<file path="src/rtl/seq_detect_ctrl_if.sv">
// rtl/seq_detect_ctrl_if.sv - configuration bus for the pattern-detection controller
interface seq_detect_ctrl_if #(
    parameter int MAX_LEN = 8,
    parameter int CNT_W   = 8
) ();
    localparam int LEN_W = $clog2(MAX_LEN) + 1;

    logic               cfg_valid;
    logic               cfg_ready;
    logic [MAX_LEN-1:0] cfg_pattern;
    logic [LEN_W-1:0]   cfg_len;
    logic               cfg_overlap;
    logic [CNT_W-1:0]   cfg_target;
    logic               cfg_err;

    modport master (
        output cfg_valid, cfg_pattern, cfg_len, cfg_overlap, cfg_target,
        input  cfg_ready, cfg_err
    );

    modport slave (
        input  cfg_valid, cfg_pattern, cfg_len, cfg_overlap, cfg_target,
        output cfg_ready, cfg_err
    );
endinterface

</file>
<file path="src/rtl/seq_detect_ctrl.sv">
// rtl/seq_detect_ctrl.sv - programmable serial pattern detector with match counting
module seq_detect_ctrl #(
    parameter int MAX_LEN = 8,
    parameter int CNT_W   = 8
) (
    input  logic               clock,
    input  logic               reset,
    seq_detect_ctrl_if.slave   cfg,
    input  logic               start,
    input  logic               abort,
    input  logic               X,
    output logic               Y,
    output logic               busy,
    output logic               done,
    output logic [CNT_W-1:0]   match_count
);
    localparam int LEN_W = $clog2(MAX_LEN) + 1;

    localparam logic [1:0] S_IDLE = 2'd0;
    localparam logic [1:0] S_RUN  = 2'd1;
    localparam logic [1:0] S_DONE = 2'd2;

    logic [1:0]         state;
    logic               cfg_ok;
    logic [MAX_LEN-1:0] pat_q;
    logic [LEN_W-1:0]   len_q;
    logic               ovl_q;
    logic [CNT_W-1:0]   tgt_q;
    logic [MAX_LEN-1:0] hist;
    logic [LEN_W-1:0]   fill;
    logic [CNT_W-1:0]   count;
    logic               y_q;
    logic               err_q;

    logic [MAX_LEN-1:0] hist_nxt;
    logic [MAX_LEN-1:0] len_mask;
    logic [LEN_W-1:0]   fill_inc;
    logic [CNT_W-1:0]   count_inc;
    logic               len_legal;
    logic               hit;

    // The match test includes the bit being sampled on this edge.
    always_comb begin
        hist_nxt  = {hist[MAX_LEN-2:0], X};
        len_mask  = ~({MAX_LEN{1'b1}} << len_q);
        fill_inc  = (fill == LEN_W'(MAX_LEN)) ? fill : fill + LEN_W'(1);
        count_inc = (&count) ? count : count + CNT_W'(1);
        hit       = ((fill + LEN_W'(1)) >= len_q) &&
                    ((hist_nxt & len_mask) == (pat_q & len_mask));
        len_legal = (cfg.cfg_len != '0) && (cfg.cfg_len <= LEN_W'(MAX_LEN));
    end

    always_ff @(posedge clock) begin
        if (reset) begin
            state  <= S_IDLE;
            cfg_ok <= 1'b0;
            pat_q  <= '0;
            len_q  <= '0;
            ovl_q  <= 1'b0;
            tgt_q  <= '0;
            hist   <= '0;
            fill   <= '0;
            count  <= '0;
            y_q    <= 1'b0;
            err_q  <= 1'b0;
        end else begin
            y_q   <= 1'b0;
            err_q <= 1'b0;
            case (state)
                S_IDLE: begin
                    // A configuration offer wins over a coincident start.
                    if (cfg.cfg_valid) begin
                        if (len_legal) begin
                            pat_q  <= cfg.cfg_pattern;
                            len_q  <= cfg.cfg_len;
                            ovl_q  <= cfg.cfg_overlap;
                            tgt_q  <= cfg.cfg_target;
                            cfg_ok <= 1'b1;
                        end else begin
                            err_q <= 1'b1;
                        end
                    end else if (start && cfg_ok) begin
                        state <= S_RUN;
                        count <= '0;
                        hist  <= '0;
                        fill  <= '0;
                    end
                end
                S_RUN: begin
                    if (abort) begin
                        state <= S_IDLE;
                    end else begin
                        hist <= hist_nxt;
                        if (hit) begin
                            y_q   <= 1'b1;
                            count <= count_inc;
                            fill  <= ovl_q ? fill_inc : '0;
                            if ((tgt_q != '0) && (count_inc == tgt_q))
                                state <= S_DONE;
                        end else begin
                            fill <= fill_inc;
                        end
                    end
                end
                S_DONE: state <= S_IDLE;
                default: state <= S_IDLE;
            endcase
        end
    end

    assign cfg.cfg_ready = (state == S_IDLE);
    assign cfg.cfg_err   = err_q;
    assign Y             = y_q;
    assign busy          = (state == S_RUN);
    assign done          = (state == S_DONE);
    assign match_count   = count;
endmodule

</file>
<file path="src/flat_wrapper.sv">
// flat-port wrapper written by rule: the top's interface ports become plain ports
module seq_detect_ctrl_flat 
#(
    parameter int MAX_LEN = 8,
    parameter int CNT_W   = 8
)
  (clock, reset, start, abort, X, Y, busy, done, match_count, cfg_cfg_valid, cfg_cfg_pattern, cfg_cfg_len, cfg_cfg_overlap, cfg_cfg_target, cfg_cfg_ready, cfg_cfg_err);
  seq_detect_ctrl_if #(.MAX_LEN(MAX_LEN), .CNT_W(CNT_W)) cfg_i ();
  input  logic clock;
  input  logic reset;
  input  logic start;
  input  logic abort;
  input  logic X;
  output logic Y;
  output logic busy;
  output logic done;
  output logic [CNT_W-1:0] match_count;
  input wire logic [$bits(cfg_i.cfg_valid)-1:0] cfg_cfg_valid;
  input wire logic [$bits(cfg_i.cfg_pattern)-1:0] cfg_cfg_pattern;
  input wire logic [$bits(cfg_i.cfg_len)-1:0] cfg_cfg_len;
  input wire logic [$bits(cfg_i.cfg_overlap)-1:0] cfg_cfg_overlap;
  input wire logic [$bits(cfg_i.cfg_target)-1:0] cfg_cfg_target;
  output wire logic [$bits(cfg_i.cfg_ready)-1:0] cfg_cfg_ready;
  output wire logic [$bits(cfg_i.cfg_err)-1:0] cfg_cfg_err;
  assign cfg_i.cfg_valid = cfg_cfg_valid;
  assign cfg_i.cfg_pattern = cfg_cfg_pattern;
  assign cfg_i.cfg_len = cfg_cfg_len;
  assign cfg_i.cfg_overlap = cfg_cfg_overlap;
  assign cfg_i.cfg_target = cfg_cfg_target;
  assign cfg_cfg_ready = cfg_i.cfg_ready;
  assign cfg_cfg_err = cfg_i.cfg_err;
  seq_detect_ctrl #(.MAX_LEN(MAX_LEN), .CNT_W(CNT_W)) u_core (.clock(clock), .reset(reset), .cfg(cfg_i), .start(start), .abort(abort), .X(X), .Y(Y), .busy(busy), .done(done), .match_count(match_count));
endmodule
</file>
<file path="config.mk">
export PLATFORM = sky130hd
export DESIGN_NAME = seq_detect_ctrl_flat
export DESIGN_NICKNAME = d
export VERILOG_FILES = /design/src/rtl/seq_detect_ctrl_if.sv /design/src/rtl/seq_detect_ctrl.sv /design/src/flat_wrapper.sv
export SDC_FILE = /design/constraint.sdc
export NUM_CORES = 1
export LEC_CHECK = 0
export BUFFER_PORTS_ARGS = -buffer_cell sky130_fd_sc_hd__buf_2
export CAP_MARGIN = 20
export CORE_MARGIN = 1
export CORE_UTILIZATION = 55
export DETAILED_ROUTE_END_ITERATION = 16
export PLACE_DENSITY_LB_ADDON = 0.08
export SLEW_MARGIN = 10
export SYNTH_ARGS = -nofsm -noshare
export SYNTH_HDL_FRONTEND = slang
export SYNTH_SLANG_ARGS = --single-unit
export TNS_END_PERCENT = 100
</file>
<file path="constraint.sdc">
create_clock -name clock -period 2.5 [get_ports clock]
set_clock_uncertainty 0.05 [all_clocks]
set_input_delay 0.5 -clock clock [delete_from_list [all_inputs] [get_ports clock]]
set_output_delay 0.5 -clock clock [all_outputs]
set_load 0.03 [all_outputs]
</file>
==> impl_metrics.py, run 1 <==
metrics = {
    "die": {
        "boundaryPins": 40,
        "die_y_um": 67.9,
        "die_area_um2": 4610,
        "initial_util": 0.584,
        "width_of_the_die_um": 67.9,
        "core.rowCount": 23,
        "core-area_um2": 4090,
    },
    "detailed_routing": {
        "routed_wire_length_per_instance_um": 15.0,
        "routed_via_count": 2284,
        "firstDrtPassIters": 5,
        "final_antenna_net_count": 0,
        "avgViaCountPerCell": 5.87,
        "drt-initial-drc-count": 233,
        "drt-total-wl_mm": 5.82,
        "post_route_drc": 0,
    },
    "clock_tree": {
        "root_buffer": "sky130_fd_sc_hd__clkbuf_8",
        "clock_tree.htree_level_count": 2,
        "cts-resized-gates": 0,
        "clk_pin_slew_ns": 0.09,
        "number_of_buffers_inserted_to_repair_setup_after_cts": 0,
        "cts_tree": "done",
        "cts_inserted_buffers": 5,
        "postCtsHoldBufs": 0,
        "numClockSinks": 45,
        "worstSkewPairLatency_ns": 0.29,
        "clock_tree.buffer_depth": 2,
    },
    "synth": {
        "fraction_of_registers_with_async_set_or_reset_after_synthesis": 0,
        "synth_top_area_share": 0.378,
        "synthDominantAreaCellType": "sky130_fd_sc_hd__dfxtp_1",
        "yosysSeqAreaShare": 0.378,
        "synth_edf_count": 0,
        "most_area_consuming_cells_after_synthesis": "sky130_fd_sc_hd__dfxtp_1 38%, sky130_fd_sc_hd__nand2_1 7.9%, sky130_fd_sc_hd__a21oi_1 6.5%",
        "postSynthRegisterBits": 45,
        "yosysWarnings": 0,
        "synthesis.instances": 295,
        "syn-num-nets": 329,
        "synth_area_per_cell_um2": 8.09,
        "postSynth.topFlopCell": "sky130_fd_sc_hd__dfxtp_1",
        "syn_area_um2": 2390,
        "post_synth_num_cell_types": 47,
    },
    "worst_setup_path": {
        "critical-path-top-delay-family": "simple AND/OR/NAND/NOR gates",
        "biggest_fanout_along_the_worst_timing_path": 5,
        "crit_path_end_kind": "flop",
        "critPathBufInv": 0,
        "critical_path_arrival_ns": 2.61,
        "timing.reg2reg.worst_path_depth": 9,
        "cpMaxStageDelayCell": "sky130_fd_sc_hd__or4_4",
        "worst-setup-path-type": "reg2reg",
        "crit_required_ns": 2.68,
        "rr_startpoint": "u_core.fill[0]",
        "setup.worst_path.start": "u_core.fill[0]",
        "cpPeakStageDelay_ns": 0.51,
        "timing.critical_path.cells": "ha_4 -> xor2_1 -> ha_1 -> o21ai_2 -> a222oi_1 -> and2_4 -> nand2_4 -> or4_4 -> a21oi_2",
        "regToRegSetupSlack_ns": 0.07,
        "worst_setup_path_start_kind": "flop",
        "endpoint_of_the_lowest_slack_register_to_register_path": "u_core.match_count[4]",
    },
    "power": {
        "power.density_nw_per_um2": 531,
        "leakagePower_nw": 1.18,
        "post-layout-total-power_mw": 1.50,
        "ir_drop_worst_vdd_mv": 0.379,
    },
    "sta": {
        "final.min_clock_period_ns": 2.43,
        "timing.slew.headroom": 0.579,
        "worst_pin_slew_ns": 0.628,
        "final_max_slew_viols": 0,
        "final.period_utilization": 0.973,
        "timing.fmax_mhz": 411,
        "timing_hold_violations_final": 0,
        "grt_setup_unrepaired": "yes",
        "timing.final.setup_violations": 0,
    },
    "cells_and_area": {
        "mostFrequentLayoutCells": "50 x sky130_fd_sc_hd__nand2_1, 42 x sky130_fd_sc_hd__dfxtp_1, 39 x sky130_fd_sc_hd__buf_2, 30 x sky130_fd_sc_hd__a21oi_1, 17 x sky130_fd_sc_hd__nor2_1",
        "sequential_cell_area_um2": 907,
        "fill_cells": 359,
        "instances_no_fill": 389,
        "finish.instance_area_um2": 2830,
        "post_route_cells_drive_above_1_share": 0.215,
        "layout.cells.most_common": "sky130_fd_sc_hd__nand2_1",
        "multi_input_gate_area_in_the_final_layout_um2": 1430,
        "flow.area_growth_from_synthesis_pct": 18.6,
        "num_antenna_cells": 0,
        "final_nets": 372,
    },
    "placement": {
        "place_area_um2": 2670,
        "place_congestion": 0.879,
        "number_of_placed_instances_taps_included": 381,
        "dp_hpwl_mm": 4.17,
        "io_buffer_count": 39,
    },
    "hold_path": {
        "holdCritPathClass": "in2reg",
        "worstHoldPathCells": 3,
        "min_delay_worst_endpoint": "u_core.pat_q[0]",
        "hold_path_startpoint": "cfg_cfg_pattern[0]",
    },
    "global_route": {
        "overflow": 0,
        "grt_use_total": 0.271,
        "wire_length_of_the_first_global_routing_pass_mm": 9.43,
        "grt_antenna_before_repair": 0,
        "number_of_global_route_vias_before_repair": 1967,
        "grt_max_degree": 36,
    },
    "status": {
        "run_status": "complete, no violations",
    },
    "flow_run": {
        "max-cap-violations": 0,
    },
}
[worst register-to-register path: cells and delay by family, from the launching register on]
kind                       cells  cell delay (ns)
AOI/OAI and AO/OA              3             0.51
and+or+nand+nor                3             0.82
xor gates and xnor gates       1             0.15
adders and majority gates      2             0.47
DFF                            1             0.37
[metal layers]
metal,wire [um],GRT usage
met5,0,0
met4,51,0.0990
met3,331,0.0400
met2,2500,0.392
met1,2940,0.403
[state kept, by name, indices dropped and copies added, names as in the netlist]
signal	cells
u_core.ovl_q	1
u_core.Y	1
u_core.len_q	4
u_core.cfg_ok	1
u_core.tgt_q	8
u_core.match_count	8
u_core.hist	7
u_core.cfg.cfg_err	1
u_core.state	2
u_core.fill	4
u_core.pat_q	8
[how the worst max path moves through the flow]
stage | endpoint | depth (start not counted)
detailed placement | u_core.match_count[4] | 9
floorplan | u_core.state[0] | 8
CTS | u_core.match_count[4] | 9
finish | u_core.match_count[4] | 9
global placement | u_core.match_count[4] | 9
global route | u_core.match_count[4] | 9
[cells by family (layout without fill, tap and decap cells)]
family / after synthesis / in the layout / synth area share
AND/OR/NAND/NOR: 114 / 114 / 0.230
AO/OA/AOI/OAI: 82 / 82 / 0.228
flip-flops: 45 / 45 / 0.378
buffers and inverters: 24 / 68 / 0.0409
XOR/XNOR: 20 / 20 / 0.0734
adder cells (fa/ha/maj): 7 / 7 / 0.0367
multiplexers: 3 / 3 / 0.0131
[per-stage QoR]
step                      hold slack, ns  TNS [ns]   util  worst slack [ns]
final                              0.383         0  0.693            0.0681
after global routing               0.379   -0.0820  0.693           -0.0399
after CTS                          0.380         0  0.682            0.0244
after detailed placement           0.415         0  0.653            0.0443
after global placement             0.404         0  0.653             0.142
after floorplan                    0.381         0      -             0.210
[final cells by class]
class | count | share of cell area
clock inverter | 1 | 0.0106
inverter | 9 | 0.0119
multi-input combinational | 226 | 0.504
timing repair buffer | 51 | 0.101
tap | 50 | 0.0221
sequential | 45 | 0.321
clock buffer | 7 | 0.0305
[cell usage after synthesis, types with 8 or more instances]
library cell               number
sky130_fd_sc_hd__dfxtp_1       45
sky130_fd_sc_hd__xnor2_1        8
sky130_fd_sc_hd__nand2_1       50
sky130_fd_sc_hd__nand3_1        8
sky130_fd_sc_hd__inv_1          8
sky130_fd_sc_hd__a22o_1        10
sky130_fd_sc_hd__o21ai_0       15
sky130_fd_sc_hd__nor2_1        17
sky130_fd_sc_hd__clkbuf_1      14
sky130_fd_sc_hd__a21oi_1       31
sky130_fd_sc_hd__xor2_1        12
[report_power, final]
group | switching, mW | internal [mW]
clock | 0.239 | 0.326
combinational | 0.103 | 0.0779
sequential | 0.0203 | 0.737
(Power assumes the default switching activity.)
==> inputs of run 2 (changes only) <==
Settings changed: CORE_UTILIZATION 55 to 49.
Clock period 2.5 ns to 2.2 ns, I/O delays scaled along.
==> run 2 against run 1 <==
Effect of this change:
- non-clock buffer count rose by 26
- critical path type unchanged
- cell count rose by 7.7%
- first-iteration DRC count fell by 28%
- sequential share of layout area fell by 3.2 points
- the flow now finishes with violations (negative setup slack)
- largest power group unchanged
- clock power rose by 17%
==> impl_metrics.py, run 2 (synthesized netlist as in run 1, its figures left out) <==
metrics = {
    "detailed_routing": {
        "final_antenna_net_count": 0,
        "drt-initial-drc-count": 168,
        "m1WireLength_mm": 3.14,
        "routed_wire_length_per_instance_um": 14.7,
        "drt-total-wl_mm": 6.18,
        "firstDrtPassIters": 5,
        "post_route_drc": 0,
        "route.met2.wl_mm": 2.67,
        "routed_via_count": 2350,
        "avgViaCountPerCell": 5.61,
        "met3WireLength_um": 341,
        "highest_layer": "met4",
    },
    "cells_and_area": {
        "layout.cells.most_common": "sky130_fd_sc_hd__nand2_1",
        "instances_no_fill": 419,
        "post_route_cells_drive_above_1_share": 0.323,
        "final_nets": 398,
        "num_antenna_cells": 0,
        "fin_util": 0.673,
        "mostFrequentLayoutCells": "50 x sky130_fd_sc_hd__nand2_1, 40 x sky130_fd_sc_hd__dfxtp_1, 39 x sky130_fd_sc_hd__buf_2, 34 x sky130_fd_sc_hd__buf_4, 28 x sky130_fd_sc_hd__a21oi_1",
        "finish.instance_area_um2": 3160,
        "flow.area_growth_from_synthesis_pct": 32.4,
    },
    "die": {
        "core.rowCount": 25,
        "core-area_um2": 4690,
        "initial_util": 0.509,
        "die_y_um": 71.8,
        "boundaryPins": 40,
        "width_of_the_die_um": 71.8,
        "die_area_um2": 5150,
    },
    "sta": {
        "worst_pin_slew_ns": 0.382,
        "final.hold.worst_slack_ns": 0.322,
        "fin_setup_tns_ns": -1.36,
        "timing.fmax_mhz": 420,
        "timing.final.setup_violations": 13,
        "final.period_utilization": 1.08,
        "final.min_clock_period_ns": 2.38,
        "timing.slew.headroom": 0.744,
        "final_max_slew_viols": 0,
        "setup_slack_ns": -0.182,
        "grt_setup_unrepaired": "yes",
        "timing_hold_violations_final": 0,
    },
    "power": {
        "post-layout-total-power_mw": 1.77,
        "leakagePower_nw": 1.32,
        "power.density_nw_per_um2": 559,
        "ir_drop_worst_vdd_mv": 0.404,
    },
    "worst_setup_path": {
        "cpMaxStageDelayCell": "sky130_fd_sc_hd__or4_4",
        "critical_path_arrival_ns": 2.56,
        "biggest_fanout_along_the_worst_timing_path": 4,
        "worst-setup-path-type": "reg2reg",
        "timing.critical_path.cells": "ha_4 -> xor2_2 -> ha_1 -> o21ai_2 -> a222oi_1 -> and2_4 -> nand2_4 -> or4_4 -> a21oi_2",
        "crit_required_ns": 2.38,
        "cpPeakStageDelay_ns": 0.51,
        "critPathBufInv": 0,
        "worst_setup_path_start_kind": "flop",
        "critical-path-top-delay-family": "simple AND/OR/NAND/NOR gates",
        "crit_path_end_kind": "flop",
    },
    "clock_tree": {
        "numClockSinks": 45,
        "worstSkewPairLatency_ns": 0.30,
        "clk_pin_slew_ns": 0.09,
        "clock_tree.htree_level_count": 2,
        "cts_tree": "done",
        "cts_inserted_buffers": 5,
        "clock_tree.buffer_depth": 2,
        "root_buffer": "sky130_fd_sc_hd__clkbuf_8",
        "postCtsHoldBufs": 0,
    },
    "global_route": {
        "wire_length_of_the_first_global_routing_pass_mm": 10.2,
        "grt_antenna_before_repair": 0,
        "number_of_global_route_vias_before_repair": 2082,
        "grt_use_total": 0.255,
        "overflow": 0,
        "grt_max_degree": 32,
    },
    "status": {
        "violated_checks": "negative setup slack",
        "run_status": "complete, but fails checks",
    },
    "placement": {
        "place_congestion": 0.830,
        "place_area_um2": 2830,
        "io_buffer_count": 39,
        "dp_worst_setup_slack_ns": -0.215,
        "number_of_placed_instances_taps_included": 404,
        "dp_hpwl_mm": 4.35,
    },
    "flow_run": {
        "max-cap-violations": 0,
    },
    "hold_path": {
        "holdCritPathClass": "in2reg",
    },
}
[run 2: changes by cell type in the layout (fill, tap and decap cells not counted), moves of 2 or more]
cell                      previous run  this run
sky130_fd_sc_hd__ha_4                1         4
sky130_fd_sc_hd__dfxtp_1            42        40
sky130_fd_sc_hd__buf_6               0         4
sky130_fd_sc_hd__buf_4              12        34
sky130_fd_sc_hd__nor2_1             17        15
sky130_fd_sc_hd__inv_2               0         2
sky130_fd_sc_hd__a21oi_2             1         3
sky130_fd_sc_hd__a21oi_1            30        28
sky130_fd_sc_hd__ha_1                6         3
sky130_fd_sc_hd__inv_1               8         6
[run 2: where the power goes]
part	switching [mW]	internal, mW
Combinational	0.134	0.117
Clock	0.290	0.370
Sequential	0.0215	0.836
[run 2: metal layers]
metal | vias to the layer above | track usage
met3 | 2 | 0.0534
li1 | 1203 | -
met5 | - | 0
met4 | 0 | 0.0632
met1 | 1062 | 0.390
met2 | 83 | 0.361
[run 2: layout make-up]
cell class                 count  area (um^2)
fill                         424         1530
clock inverter                 2         37.5
sequential                    45          912
timing repair buffer          77          495
tap                           54         67.6
clock buffer                   6         82.6
inverter                       9         33.8
multi-input combinational    226         1530
[run 2: final timing paths]
| path | start | endpoint | slack [ns] | depth (start not counted) |
|---|---|---|---|---|
| setup / recovery | u_core.fill[0] | u_core.match_count[4] | -0.18 | 9 |
| hold / removal | cfg_cfg_pattern[6] | u_core.pat_q[6] | 0.32 | 3 |
| setup reg to reg | u_core.fill[0] | u_core.match_count[4] | -0.18 | 9 |
| hold reg to reg | u_core.ovl_q | u_core.ovl_q | 0.41 | 2 |
[run 2: tightest hold or removal path: stages]
cell and delay [ns]:
sky130_fd_sc_hd__buf_2 0.09, sky130_fd_sc_hd__nand2_1 0.04, sky130_fd_sc_hd__a21oi_1 0.05
[run 2: repair_timing]
action	in CTS	in global routing
hold endpoints to repair	0	0
buffers inserted	6	4
setup endpoints to repair	13	14
gates resized for setup	28	10
pin swaps	14	11
==> inputs of run 3 (changes only) <==
Settings changed: CTS_CLUSTER_SIZE set to 16.
Clock period 2.2 ns to 2.95 ns, I/O delays scaled along.
==> run 3 against run 2 <==
Effect of this change:
- the run now ends clean
- sequential share of layout area grew 3.7 points
- maximum frequency decreased by 3.6%
- cell area fell by 13%
- sequential power decreased by 25%
- non-clock buffer count fell by 32
- register-to-register slack improved by 0.66 ns
- routed wire length fell by 12%
- global-route usage down 2.8 points
- worst setup slack gained 0.66 ns
- critical endpoint unchanged
- highest routed layer unchanged
==> impl_metrics.py, run 3 (synthesized netlist as in run 1, its figures left out) <==
metrics = {
    "clock_tree": {
        "root_buffer": "sky130_fd_sc_hd__clkbuf_8",
        "clock_tree.htree_level_count": 2,
        "clk_pin_slew_ns": 0.09,
        "cts_inserted_buffers": 5,
        "clock_tree.buffer_depth": 2,
        "postCtsHoldBufs": 0,
        "numClockSinks": 45,
        "number_of_buffers_inserted_to_repair_setup_after_cts": 0,
        "cts_tree": "done",
        "cts-resized-gates": 0,
        "worstSkewPairLatency_ns": 0.29,
    },
    "sta": {
        "timing.slew.headroom": 0.572,
        "fin_setup_tns_ns": 0,
        "timing_hold_violations_final": 0,
        "final_max_slew_viols": 0,
        "worst_pin_slew_ns": 0.638,
        "final.period_utilization": 0.837,
        "timing.final.setup_violations": 0,
        "grt_setup_unrepaired": "no",
        "setup_slack_ns": 0.480,
        "timing.fmax_mhz": 405,
        "final.min_clock_period_ns": 2.47,
    },
    "detailed_routing": {
        "routed_via_count": 2189,
        "routed_wire_length_per_instance_um": 14.1,
        "firstDrtPassIters": 4,
        "avgViaCountPerCell": 5.66,
        "drt-total-wl_mm": 5.46,
        "post_route_drc": 0,
        "final_antenna_net_count": 0,
        "drt-initial-drc-count": 165,
    },
    "status": {
        "run_status": "complete, no violations",
    },
    "placement": {
        "number_of_placed_instances_taps_included": 379,
        "io_buffer_count": 39,
        "place_congestion": 0.834,
        "dp_hpwl_mm": 4.15,
        "dp_worst_setup_slack_ns": 0.527,
    },
    "die": {
        "initial_util": 0.509,
        "width_of_the_die_um": 71.8,
        "boundaryPins": 40,
        "core.rowCount": 25,
        "die_area_um2": 5150,
        "die_y_um": 71.8,
        "core-area_um2": 4690,
    },
    "global_route": {
        "grt_max_degree": 29,
        "wire_length_of_the_first_global_routing_pass_mm": 9.18,
        "overflow": 0,
        "grt_antenna_before_repair": 0,
        "grt_use_total": 0.227,
        "number_of_global_route_vias_before_repair": 1986,
    },
    "worst_setup_path": {
        "crit_required_ns": 3.13,
        "critical_path_arrival_ns": 2.65,
        "biggest_fanout_along_the_worst_timing_path": 5,
        "worst_setup_path_start_kind": "flop",
        "worst-setup-path-type": "reg2reg",
        "crit_path_end_kind": "flop",
    },
    "cells_and_area": {
        "layout.cells.most_common": "sky130_fd_sc_hd__nand2_1",
        "flow.area_growth_from_synthesis_pct": 15.8,
        "mostFrequentLayoutCells": "50 x sky130_fd_sc_hd__nand2_1, 45 x sky130_fd_sc_hd__dfxtp_1, 39 x sky130_fd_sc_hd__buf_2, 31 x sky130_fd_sc_hd__a21oi_1, 17 x sky130_fd_sc_hd__nor2_1",
        "fill_cells": 486,
        "num_antenna_cells": 0,
        "post_route_cells_drive_above_1_share": 0.180,
        "final_nets": 366,
        "instances_no_fill": 387,
    },
    "hold_path": {
        "holdCritPathClass": "reg2reg",
    },
    "flow_run": {
        "max-cap-violations": 0,
    },
    "power": {
        "power.density_nw_per_um2": 481,
        "leakagePower_nw": 1.15,
        "ir_drop_worst_vdd_mv": 0.273,
    },
}
## run 3: stage by stage
stage	area, um^2	hold WS [ns]	power [mW]	utilization
6_report	2760	0.420	1.33	0.589
5_1_grt	2760	0.451	1.39	0.589
4_1_cts	2760	0.421	1.35	0.589
3_5_place_dp	2630	0.408	0.800	0.561
3_3_place_gp	2630	0.403	0.796	0.561
2_1_floorplan	2390	0.381	0.752	-
## run 3: layout make-up
cell class	count	area, um^2	share of cell area
clock inverter	3	65.1	0.0235
inverter	9	33.8	0.0122
sequential	45	901	0.326
timing repair buffer	45	240	0.0869
clock buffer	5	68.8	0.0249
tap	54	67.6	0.0244
multi-input combinational	226	1390	0.502
## run 3: per-layer routing
metal | GRT usage | vias up | share of wire
li1 | - | 1130 | -
met1 | 0.329 | 999 | 0.53
met2 | 0.343 | 55 | 0.42
met3 | 0.0422 | 5 | 0.040
met4 | 0.0654 | 0 | 0.0093
met5 | 0 | - | 0
## run 3: path summary, 6_finish.rpt
| kind | startpoint | endpoint | depth (start not counted) | slack [ns] |
|---|---|---|---|---|
| max | u_core.fill[0] | u_core.match_count[4] | 9 | 0.48 |
| min reg2reg | u_core.ovl_q | u_core.ovl_q | 2 | 0.42 |
| min | u_core.ovl_q | u_core.ovl_q | 2 | 0.42 |
| max reg2reg | u_core.fill[0] | u_core.match_count[4] | 9 | 0.48 |
## run 3: critical path: stages, from the launching register on
cell                       delay (ns)
sky130_fd_sc_hd__dfxtp_1         0.42
sky130_fd_sc_hd__ha_1            0.23
sky130_fd_sc_hd__xor2_1          0.18
sky130_fd_sc_hd__ha_1            0.19
sky130_fd_sc_hd__o21ai_0         0.09
sky130_fd_sc_hd__a222oi_1        0.29
sky130_fd_sc_hd__and2_2          0.25
sky130_fd_sc_hd__nand2_2         0.08
sky130_fd_sc_hd__or4_1           0.50
sky130_fd_sc_hd__a21oi_1         0.13
## run 3: power by group
part / internal, mW / total, mW / leakage (nW) / switching (mW)
Clock: 0.336 / 0.546 / 0.0681 / 0.210
Combinational: 0.0612 / 0.140 / 0.715 / 0.0792
Sequential: 0.625 / 0.644 / 0.365 / 0.0192
Total: 1.02 / 1.33 / 1.15 / 0.308
